## src/rtl/edge_event_monitor.sv

```systemverilog
`default_nettype none
// ============================================================================
//  Module      : edge_event_monitor
//  Description : Samples a toggling signal, emits one-cycle edge pulses, keeps
//                saturating per-polarity edge counts and queues timestamped
//                edge events for a valid/ready consumer.
//                EDGE_EVENT_MONITOR_SYNC_EN selects a 2-flop input synchronizer.
//  Revision    : 1.0 - initial release
// ============================================================================
module edge_event_monitor #(
    parameter int TS_WIDTH   = 32,
    parameter int CNT_WIDTH  = 16,
    parameter int FIFO_DEPTH = 4
) (
    input  logic                 clk,
    input  logic                 reset,
    input  logic                 sig_in,
    input  logic                 clear,
    output logic                 pos_edge,
    output logic                 neg_edge,
    output logic                 any_edge,
    output logic [CNT_WIDTH-1:0] pos_count,
    output logic [CNT_WIDTH-1:0] neg_count,
    output logic [TS_WIDTH-1:0]  timestamp,
    output logic                 evt_valid,
    input  logic                 evt_ready,
    output logic                 evt_pol,
    output logic [TS_WIDTH-1:0]  evt_time,
    output logic                 overflow
);

    localparam int                   c_addr_w  = (FIFO_DEPTH > 1) ? $clog2(FIFO_DEPTH) : 1;
    localparam int                   c_ptr_w   = c_addr_w + 1;
    localparam logic [CNT_WIDTH-1:0] c_cnt_max = '1;

    logic                 r_samp;
    logic                 r_prev;
    logic                 r_pos;
    logic                 r_neg;
    logic [CNT_WIDTH-1:0] r_pos_cnt;
    logic [CNT_WIDTH-1:0] r_neg_cnt;
    logic [TS_WIDTH-1:0]  r_ts;
    logic                 r_ovf;
    logic [TS_WIDTH:0]    r_mem [FIFO_DEPTH];
    logic [c_ptr_w-1:0]   r_wr_ptr;
    logic [c_ptr_w-1:0]   r_rd_ptr;
    logic [TS_WIDTH:0]    r_head;

    logic                 w_push;
    logic                 w_pop;
    logic                 w_empty;
    logic                 w_full;
    logic                 w_push_acc;
    logic [c_ptr_w-1:0]   w_wr_next;
    logic [c_ptr_w-1:0]   w_rd_next;
    logic [TS_WIDTH:0]    w_head_next;

`ifdef EDGE_EVENT_MONITOR_SYNC_EN
    logic r_meta;

    always_ff @(posedge clk) begin
        if (reset) begin
            r_meta <= 1'b0;
            r_samp <= 1'b0;
        end else begin
            r_meta <= sig_in;
            r_samp <= r_meta;
        end
    end
`else
    always_ff @(posedge clk) begin
        if (reset) begin
            r_samp <= 1'b0;
        end else begin
            r_samp <= sig_in;
        end
    end
`endif

    always_ff @(posedge clk) begin
        if (reset) begin
            r_prev <= 1'b0;
            r_pos  <= 1'b0;
            r_neg  <= 1'b0;
        end else begin
            r_prev <= r_samp;
            r_pos  <= r_samp & ~r_prev;
            r_neg  <= ~r_samp & r_prev;
        end
    end

    always_ff @(posedge clk) begin
        if (reset) begin
            r_ts <= '0;
        end else begin
            r_ts <= r_ts + TS_WIDTH'(1);
        end
    end

    always_ff @(posedge clk) begin
        if (reset || clear) begin
            r_pos_cnt <= '0;
            r_neg_cnt <= '0;
        end else begin
            if (r_pos && (r_pos_cnt != c_cnt_max)) begin
                r_pos_cnt <= r_pos_cnt + CNT_WIDTH'(1);
            end
            if (r_neg && (r_neg_cnt != c_cnt_max)) begin
                r_neg_cnt <= r_neg_cnt + CNT_WIDTH'(1);
            end
        end
    end

    assign w_push     = r_pos | r_neg;
    assign w_empty    = (r_wr_ptr == r_rd_ptr);
    assign w_full     = (r_wr_ptr[c_addr_w-1:0] == r_rd_ptr[c_addr_w-1:0]) &&
                        (r_wr_ptr[c_addr_w] != r_rd_ptr[c_addr_w]);
    assign w_pop      = ~w_empty & evt_ready;
    // A full queue still accepts a push when the head leaves in the same cycle.
    assign w_push_acc = w_push & (~w_full | w_pop);
    assign w_wr_next  = r_wr_ptr + c_ptr_w'(w_push_acc);
    assign w_rd_next  = r_rd_ptr + c_ptr_w'(w_pop);

    // The new head is the incoming event only when it lands in the slot being exposed.
    always_comb begin
        w_head_next = r_mem[r_rd_next_idx()];
        if (w_push_acc && (r_wr_ptr[c_addr_w-1:0] == w_rd_next[c_addr_w-1:0])) begin
            w_head_next = {r_pos, r_ts};
        end
    end

    function automatic logic [c_addr_w-1:0] r_rd_next_idx();
        return w_rd_next[c_addr_w-1:0];
    endfunction

    always_ff @(posedge clk) begin
        if (reset) begin
            r_wr_ptr <= '0;
            r_rd_ptr <= '0;
            r_head   <= '0;
            r_ovf    <= 1'b0;
            for (int i = 0; i < FIFO_DEPTH; i++) begin
                r_mem[i] <= '0;
            end
        end else begin
            if (w_push_acc) begin
                r_mem[r_wr_ptr[c_addr_w-1:0]] <= {r_pos, r_ts};
            end
            r_wr_ptr <= w_wr_next;
            r_rd_ptr <= w_rd_next;
            if (w_wr_next != w_rd_next) begin
                r_head <= w_head_next;
            end
            if (clear) begin
                r_ovf <= 1'b0;
            end else if (w_push && w_full && !w_pop) begin
                r_ovf <= 1'b1;
            end
        end
    end

    assign pos_edge  = r_pos;
    assign neg_edge  = r_neg;
    assign any_edge  = r_pos | r_neg;
    assign pos_count = r_pos_cnt;
    assign neg_count = r_neg_cnt;
    assign timestamp = r_ts;
    assign evt_valid = ~w_empty;
    assign evt_pol   = r_head[TS_WIDTH];
    assign evt_time  = r_head[TS_WIDTH-1:0];
    assign overflow  = r_ovf;

endmodule
`default_nettype wire

```

## config.mk

```make
export PLATFORM = sky130hd
export DESIGN_NAME = edge_event_monitor
export DESIGN_NICKNAME = d
export VERILOG_FILES = /design/src/rtl/edge_event_monitor.sv
export SDC_FILE = /design/constraint.sdc
export NUM_CORES = 1
export LEC_CHECK = 0
export CAP_MARGIN = 15
export CORE_UTILIZATION = 57
export CTS_CLUSTER_DIAMETER = 40
export CTS_CLUSTER_SIZE = 25
export DETAILED_ROUTE_END_ITERATION = 8
export DONT_BUFFER_PORTS = 1
export GPL_TIMING_DRIVEN = 1
export PLACE_DENSITY = 0.87
export SLEW_MARGIN = 20
export SYNTH_ARGS = -nofsm -noshare
export SYNTH_HDL_FRONTEND = slang
export SYNTH_SLANG_ARGS = --single-unit
```

## constraint.sdc

```tcl
create_clock -name clk -period 2.8 [get_ports clk]
set_input_delay 0.56 -clock clk [delete_from_list [all_inputs] [get_ports clk]]
set_output_delay 0.56 -clock clk [all_outputs]
set_load 0.005 [all_outputs]
```

==> reports/qor.csv, run 1 <==
metric,value,unit
outcome,"finished, violations left",
failed_checks,"DRC, setup timing",
cts_hold_repair.buffers,0,
critical_path.top_delay_family,simple AND/OR/NAND/NOR gates,
synthDominantAreaCellType,edfxtp_1,
slew_violations,0,
die_x,138.8,um
finalHoldWorstSlack,0.1465,ns
leakagePower,4.570,nW
final.fill_count,1108,
worst_setup_path_startpoint,r_wr_ptr[1],
total_routed_wirelength,28.71,mm
postRouteAntennaNets,0,
floorplan.io_pins,107,
area_growth_syn_to_layout,20.31,%
max-slew-margin-rel,31.29,%
place_hpwl,15.46,mm
drt_first_pass_iters,7,
detail_route.iter0.violations,835,
routedWlPerCell,24.79,um
final_nets,915,
worst_slack,-0.04643,ns
post_route_cells_drive_above_1_share,24.00,%
grt_first_pass_wirelength,41.36,mm
synthDistinctLibCells,55,
largest_net_degree_at_the_start_of_global_routing,88,
floorplan.core_area,0.01815,mm2
path_cells,xor2_2 -> buf_4 -> nor4_4 -> nor2_2 -> ha_1 -> ha_4 -> xnor2_1 -> nand2_1 -> nor2_4 -> buf_12 -> nor4b_2 -> a221o_1,
crit_cells,12,
synth_top_area_share,37.17,%
num_antenna_cells,0,
power.density,772.9,mW/mm2
gr-usage-all-layers,27.78,%
worst_ep_arrival,3.24,ns
cts_sinks,240,
yosysWarnings,0,
clk_transition_reported_paths,0.06,ns
cts_inserted_buffers,35,
global_route.overflow_total,0,
crit_fanout,20,
dp_worst_setup_slack,-0.1586,ns
syn_nets,882,
grt_pass1_vias,7574,
endpoint_kind,flip-flop,
synth_enable_flop_cells,132,
cts_tree,yes,
critPathMaxStageDelay,0.35,ns
port-buffer-count,0,
grt_antenna_before_repair,0,
layout_worst_path_cycle_share,101.7,%
min_path_type,in -> reg,
htree_levels,2,
cell_types_with_the_highest_counts_after_synthesis,"132 x edfxtp_1, 129 x and2_1, 108 x dfxtp_1",
die_area,0.01926,mm2
timing.final.crit_period,2.846,ns
worst-setup-path-type,reg -> reg,
clock_latency,0.51,ns
clock-root-buffer,clkbuf_16,
syn_area,0.01066,mm2
slowest_cell_on_the_critical_path,nor4_4,
max-cap-violations,0,
max-clock-path-buffers,3,
die_height,138.8,um
synth_seq_cells,240,
ys_async_sr_fraction,0,%
cell_with_the_most_instances_after_synthesis,edfxtp_1,
worst_clock_skew,0.02756,ns
fmax,351.3,MHz
ys_top_cells_by_area,"edfxtp_1 37%, dfxtp_1 20%, and2_1 7.6%, mux4_2 7.0%, nor2_1 3.0%",
core.rowCount,49,
synth_flop_cell,edfxtp_1,
routabilityCongestion,0.8746,
cp.buffers_inverters,2,
cp_data_required_time,3.19,ns
syn_inst,870,
crit_end,r_head[19],
max-vdd-ir-drop,0.5187,mV
detail_route.vias_per_cell,6.534,
synth.yosys.seq_area_share,57.45,%
r2r-end,r_head[19],
ff2ff_setup_slack,-0.05,ns
average_footprint_of_a_synthesized_cell,12.26,um2
initial_utilization,58.76,%
setup_violations,21,
rsz0062_at_grt,true,
hold_violations,0,
r2r_start,r_wr_ptr[1],
routed-via-count,7566,
timing_worst_slew_pin_value,1.031,ns
route.detailed.drc,11,
ff_to_ff_path_depth,12,
start_kind,flip-flop,
==> worst register-to-register path, stage by stage, from the launching register on <==
cell	delay (ns)
dfxtp_1	0.34
xor2_2	0.20
buf_4	0.17
nor4_4	0.35
nor2_2	0.08
ha_1	0.22
ha_4	0.23
xnor2_1	0.18
nand2_1	0.14
nor2_4	0.22
buf_12	0.25
nor4b_2	0.10
a221o_1	0.27
==> routing by layer <==
metal	vias to the layer above	global-route usage [%]	part of all wire (%)
met5	-	0	0
met4	0	12.75	3.7
met2	486	47.32	51
met1	3716	33.08	35
met3	111	7.286	10
li1	3253	-	-
==> cell usage in the layout, fill, tap and decap left out, drive strengths merged, types with 14 or more instances in the layout <==
master / n
edfxtp: 132
and2: 129
dfxtp: 108
nor2: 89
buf: 61
clkbuf: 41
xnor2: 37
mux4: 33
nor3: 31
xor2: 27
a221oi: 19
nand2: 18
nand3: 18
nor4b: 17
nand4: 16
a221o: 15
nor4: 14
==> power by group <==
part,switching (mW),internal [mW],leakage [nW],total [mW]
clock,1.67,2.65,0.561,4.32
combinational,0.780,0.686,1.77,1.47
sequential,0.188,3.94,2.24,4.13
total,2.64,7.28,4.57,9.91
==> sequential cells by signal, indices dropped and copies added (netlist names), 3 cells and up <==
signal / count
timestamp: 32
r_rd_ptr: 3
neg_count: 16
r_head: 33
r_mem: 132
r_wr_ptr: 3
pos_count: 16
==> per-stage QoR <==
stage               total power, mW  utilization, %  cell area, um2  cells  TNS [ns]
detailed placement            5.330           61.54           11170   1083    -2.304
global route                  10.18           70.69           12830   1158    -2.358
finish                        9.915           70.69           12830   1158   -0.5001
global placement              5.282           61.54           11170   1083   -0.7181
CTS                           9.641           68.27           12390   1151   -0.1723
floorplan                     4.934               -           10720    870         0
==> cell families after synthesis <==
kind of cell / count (synthesis) / synth area share [%]
simple gates: 384 / 20.71
flops: 240 / 57.45
buf+inv: 72 / 2.992
compound gates: 68 / 5.398
xor+xnor: 64 / 5.468
mux: 35 / 7.158
fa+ha+maj: 7 / 0.8214
==> what timing repair did <==
action	CTS	global route
endpoints found under the setup margin	33	33
setup buffers	5	6
gates cloned	0	1
endpoints found under the hold margin	0	0
resized for setup	5	55
pin swaps	2	8
==> cell type report <==
class                           count  area (um2)  share of cell area (%)
Multi-Input combinational cell    558        4626                   36.06
Tap cell                          229       286.5                   2.233
Timing Repair Buffer               62       601.8                   4.691
Sequential cell                   240        6128                   47.77
Inverter                            6       22.52                  0.1756
Clock buffer                       40       904.6                   7.052
Clock inverter                     23       259.0                   2.019
==> how the worst min path moves through the flow <==
stage | from | end | slack, ns | cells past startpoint
2_1_floorplan | r_prev | pos_edge | 0.38 | 1
6_report | reset | r_samp | 0.15 | 1
5_1_grt | reset | r_rd_ptr[2] | 0.12 | 1
3_5_place_dp | r_samp | neg_edge | 0.41 | 1
3_3_place_gp | r_prev | pos_edge | 0.39 | 1
4_1_cts | reset | r_rd_ptr[2] | 0.12 | 1
(Power assumes the default switching activity.)
==> run 2: changes to the inputs <==
- SLEW_MARGIN: 20 -> 15
==> results of run 2 <==
No change in the layout: final DEF, timing and power equal those of run 1.
==> patch 1: new RTL, config.mk and constraints of run 1 <==
The parameter `TS_WIDTH` goes from 32 to 40.
--- a/src/rtl/edge_event_monitor.sv
+++ b/src/rtl/edge_event_monitor.sv
@@ -8,7 +8,7 @@
 //  Revision    : 1.0 - initial release
 // ============================================================================
 module edge_event_monitor #(
-    parameter int TS_WIDTH   = 32,
+    parameter int TS_WIDTH   = 40,
     parameter int CNT_WIDTH  = 16,
     parameter int FIFO_DEPTH = 4
 ) (
Interface: changed (resized evt_time and timestamp); port bits go from 107 to 123. No check against the original RTL was run, so the function may have changed too.
==> patch 1 against run 1 <==
The run ends with DRC left; sequential cell count up 48; design area is 14% higher; synthesized cell count grew 20%; total power increased by 9.3%; synthesized area rose by 21%; non-clock buffer count fell by 14; die area grew 21%; routed wire length is 3.7% higher; worst setup slack gained 0.14 ns; critical path depth stayed put; critical endpoint is now r_head[15]; largest power group unchanged; highest routed layer unchanged.
==> patch 1: results <==
[global_route]
grtUsageTotal_pct = 25.8
grt_pass1_vias = 8650
grt_pass1_wl_mm = 46.7

[worst_setup_path]
arrival_ns = 3.10
cpMaxStageDelayCell = ha_2
rr_startpoint = r_rd_ptr[0]

[power_and_ir_drop]
peakVddDrop_uv = 636
p_leak_uw = 0.00527

[placement]
placed_area_mm2 = 0.0134
dp_hpwl_mm = 17.7
placed_cells = 1299

[run_status]
violations = DRC
status = complete, but fails checks

[synthesis]
synth_compound_area_share_pct = 6.92
synth_xor_xnor_area_share_pct = 3.98
synth.area.top_cells = edfxtp_1, dfxtp_1, and2_1
synth-adder-area-share_pct = 0.679
synthMuxAreaShare_pct = 8.49
synth_common_cells = edfxtp_1, and2_1, dfxtp_1
synthesis.nets = 1060

[route]
wl_mm = 29.8
drc_errors = 22

[finish]
drive_above_1_share_pct = 16.7
largest_reg_flops = 164

[timing]
worst_pin_slew_ns = 1.05
fin_skew_ns = 0.0203
[patch 1: changes by cell type after synthesis, sizes merged, moves of 14 or more]
cell / delta
mux2i: +14
dfxtp: +16
edfxtp: +32
nor2b: +41
a221o: -15
and2: +33
o2bb2ai: +41
nor2: -23
a22oi: +26
a221oi: -19
[patch 1: cells by family (layout without fill, tap and decap cells)]
logic type | after synthesis | in the layout
AO/OA/AOI/OAI | 118 | 118
XOR/XNOR | 56 | 56
adder cells (fa/ha/maj) | 7 | 7
buffers and inverters | 83 | 119
flip-flops | 288 | 288
multiplexers | 58 | 58
other | 0 | 2
AND/OR/NAND/NOR | 438 | 438
[patch 1: report_power, final]
| group | switching, µW | internal (µW) | leakage [µW] |
|---|---|---|---|
| combinational | 603 | 533 | 0.00196 |
| sequential | 158 | 4680 | 0.00270 |
| clock | 1910 | 2960 | 0.000609 |
[patch 1: layout make-up]
class	count	share of cell area, %
clock buffers	39	6.36
multi-input cells	677	35.2
flip-flops and latches	288	50.5
inverters	6	0.153
clock inverters	26	2.26
diodes	2	0.0341
repair buffers	48	3.18
well taps	280	2.39
[patch 1: path summary, 6_finish.rpt]
path                                    to  cells past startpoint  slack [ns]
worst min register to register    pos_edge                      1        0.40
worst min-delay path                r_samp                      1        0.13
worst max register to register  r_head[15]                     12         0.1
worst max-delay path            r_head[15]                     12         0.1
[patch 1: per-layer routing]
layer | routed length (µm) | track usage [%] | vias to the layer above
li1 | - | - | 3843
met1 | 11400 | 30.9 | 4257
met2 | 14600 | 44.2 | 392
met3 | 2700 | 6.51 | 77
met4 | 1080 | 11.4 | 0
met5 | 0 | 0 | -
[patch 1: critical path, delay by kind of cell, from the launching register on]
family	cells	cell delay, ns
buf+inv	1	0.21
fa+ha+maj	2	0.53
xor+xnor	2	0.53
simple gates	4	0.47
mux	1	0.21
flops	1	0.36
compound gates	2	0.26
[patch 1: through the flow]
step	util [%]	setup WS, ns
2_1_floorplan	-	0.0393
3_3_place_gp	60.7	0.140
3_5_place_dp	60.7	0.0783
4_1_cts	66.4	0.0176
5_1_grt	66.6	-0.00923
6_report	66.6	0.0982
[patch 1: what timing repair did]
| item | in CTS | in global routing |
|---|---|---|
| endpoints found under the setup margin | 0 | 41 |
| buffers inserted | 0 | 0 |
| gates resized for setup | 0 | 10 |
==> patch 2: new RTL, flow settings as in run 1 <==
Made on the original files. Register the output `neg_count` once more, cleared by the reset; this adds one clock of latency there. The other outputs are not delayed to match.
--- a/src/rtl/edge_event_monitor.sv
+++ b/src/rtl/edge_event_monitor.sv
@@ -163,7 +163,13 @@
     assign neg_edge  = r_neg;
     assign any_edge  = r_pos | r_neg;
     assign pos_count = r_pos_cnt;
-    assign neg_count = r_neg_cnt;
+    always_ff @(posedge clk) begin
+        if (reset) begin
+            neg_count <= '0;
+        end else begin
+            neg_count <= r_neg_cnt;
+        end
+    end
     assign timestamp = r_ts;
     assign evt_valid = ~w_empty;
     assign evt_pol   = r_head[TS_WIDTH];
Behaviour: not the same (Yosys sat finds a counterexample within 10 cycles, from zero or initial values and one cycle with reset high).
==> patch 2 against run 1 <==
The flow finishes with violations (setup timing); total power is 4.2% lower; critical endpoint is now r_head[1]; worst setup slack lost 0.098 ns; via count up 18%; routed wire length grew 6.6%; largest power group is now registers; synthesized area rose by 13%; clock power shrank 6.7%; design area increased by 7.4%; sequential cell count grew 16; non-clock buffer count shrank 13.
==> patch 2: results <==
[run_status]
status = complete, but fails checks
violations = setup timing

[worst_setup_path]
worstRegToRegCells = 10
max_stage_delay_ns = 0.54
arrival_ns = 3.37
crit_path_max_fanout = 5
cpMaxStageDelayCell = or4_4

[timing]
timing.hold.ws_ns = 0.0758
setup_ws_ns = -0.144
setup_tns_ns = -3.12
finalSetupViolations = 33
fin_skew_ns = 0.0107
max_slew_margin_pct = 31.4

[route]
wl_mm = 30.6
wl_per_cell_um = 22.9

[placement]
placed_cells = 1269
placed_area_mm2 = 0.0126
dp_hpwl_mm = 17.1
place.gp.congestion = 0.864

[synthesis]
synth.avg_cell_area_um2 = 11.6
synth_common_cells = and2_1, edfxtp_1, dfxtp_1
seq_area_frac_synth_pct = 53.4

[power_and_ir_drop]
p_per_area_mw_per_mm2 = 690
p_leak_uw = 0.00467
peakVddDrop_uv = 396

[finish]
fillers = 1413
clock_area_share_pct = 7.69
drive_above_1_share_pct = 18.8
n_clock_buffer = 35
buffer_area_share_pct = 4.06
multi_input_area_share_pct = 38.7
seq_area_mm2 = 0.00645
signal_buffers = 49
num-nonclk-inverters = 9

[global_route]
grt_max_degree = 114
grt_pass1_wl_mm = 47.0
grtUsageTotal_pct = 27.6

[clocking]
cts_buffers = 31
clk_latency_ns = 0.56
clock-sinks = 256
cts_max_level = 1
-- patch 2: cell types whose count changed in the layout (fill, tap and decap cells not counted), sizes merged, moves of 26 or more --
cell | run 1 | this run
nand4 | 16 | 48
nor2 | 89 | 38
nor2b | 9 | 66
o211ai | 2 | 55
o221ai | 0 | 33
xnor2 | 37 | 11
-- patch 2: kinds of logic after synthesis --
logic type | synth area share, %
AOI/OAI and AO/OA | 11.2
adders and majority gates | 0.726
DFF | 53.4
xor gates and xnor gates | 1.67
muxes | 7.59
and+or+nand+nor | 21.7
buffers and inverters | 3.76
-- patch 2: metal layers --
layer	routed length, µm	up-vias	global-route usage, %
li1	-	3936	-
met3	3060	85	6.33
met1	11600	4370	35.2
met4	1070	0	10.8
met5	0	-	0
met2	14900	514	45.6
-- patch 2: worst min path at each step --
stage            from       endpoint  depth (start not counted)
2_1_floorplan  r_prev       pos_edge                          1
3_3_place_gp   r_prev       pos_edge                          1
3_5_place_dp   r_samp       neg_edge                          1
4_1_cts         reset  timestamp[16]                          1
5_1_grt         reset   timestamp[9]                          1
6_report        reset   timestamp[9]                          1
-- patch 2: critical path: cells and delay by family, from the launching register on --
family	cells	cell delay (ns)
adder cells (fa/ha/maj)	2	0.40
AO/OA/AOI/OAI	2	0.44
flip-flops	1	0.36
XOR/XNOR	1	0.18
buffers and inverters	2	0.32
AND/OR/NAND/NOR	3	1.12
-- patch 2: repair_timing --
| action | CTS | global route |
|---|---|---|
| gates cloned | 1 | 3 |
| endpoints found under the setup margin | 33 | 33 |
| resized for setup | 3 | 8 |
| buffers inserted | 1 | 3 |
| pin swaps | 3 | 5 |
-- patch 2: where the power goes --
part / internal (µW) / leakage, µW / switching (µW)
registers: 4120 / 0.00235 / 141
clock network: 2270 / 0.000525 / 1760
logic: 540 / 0.00179 / 667
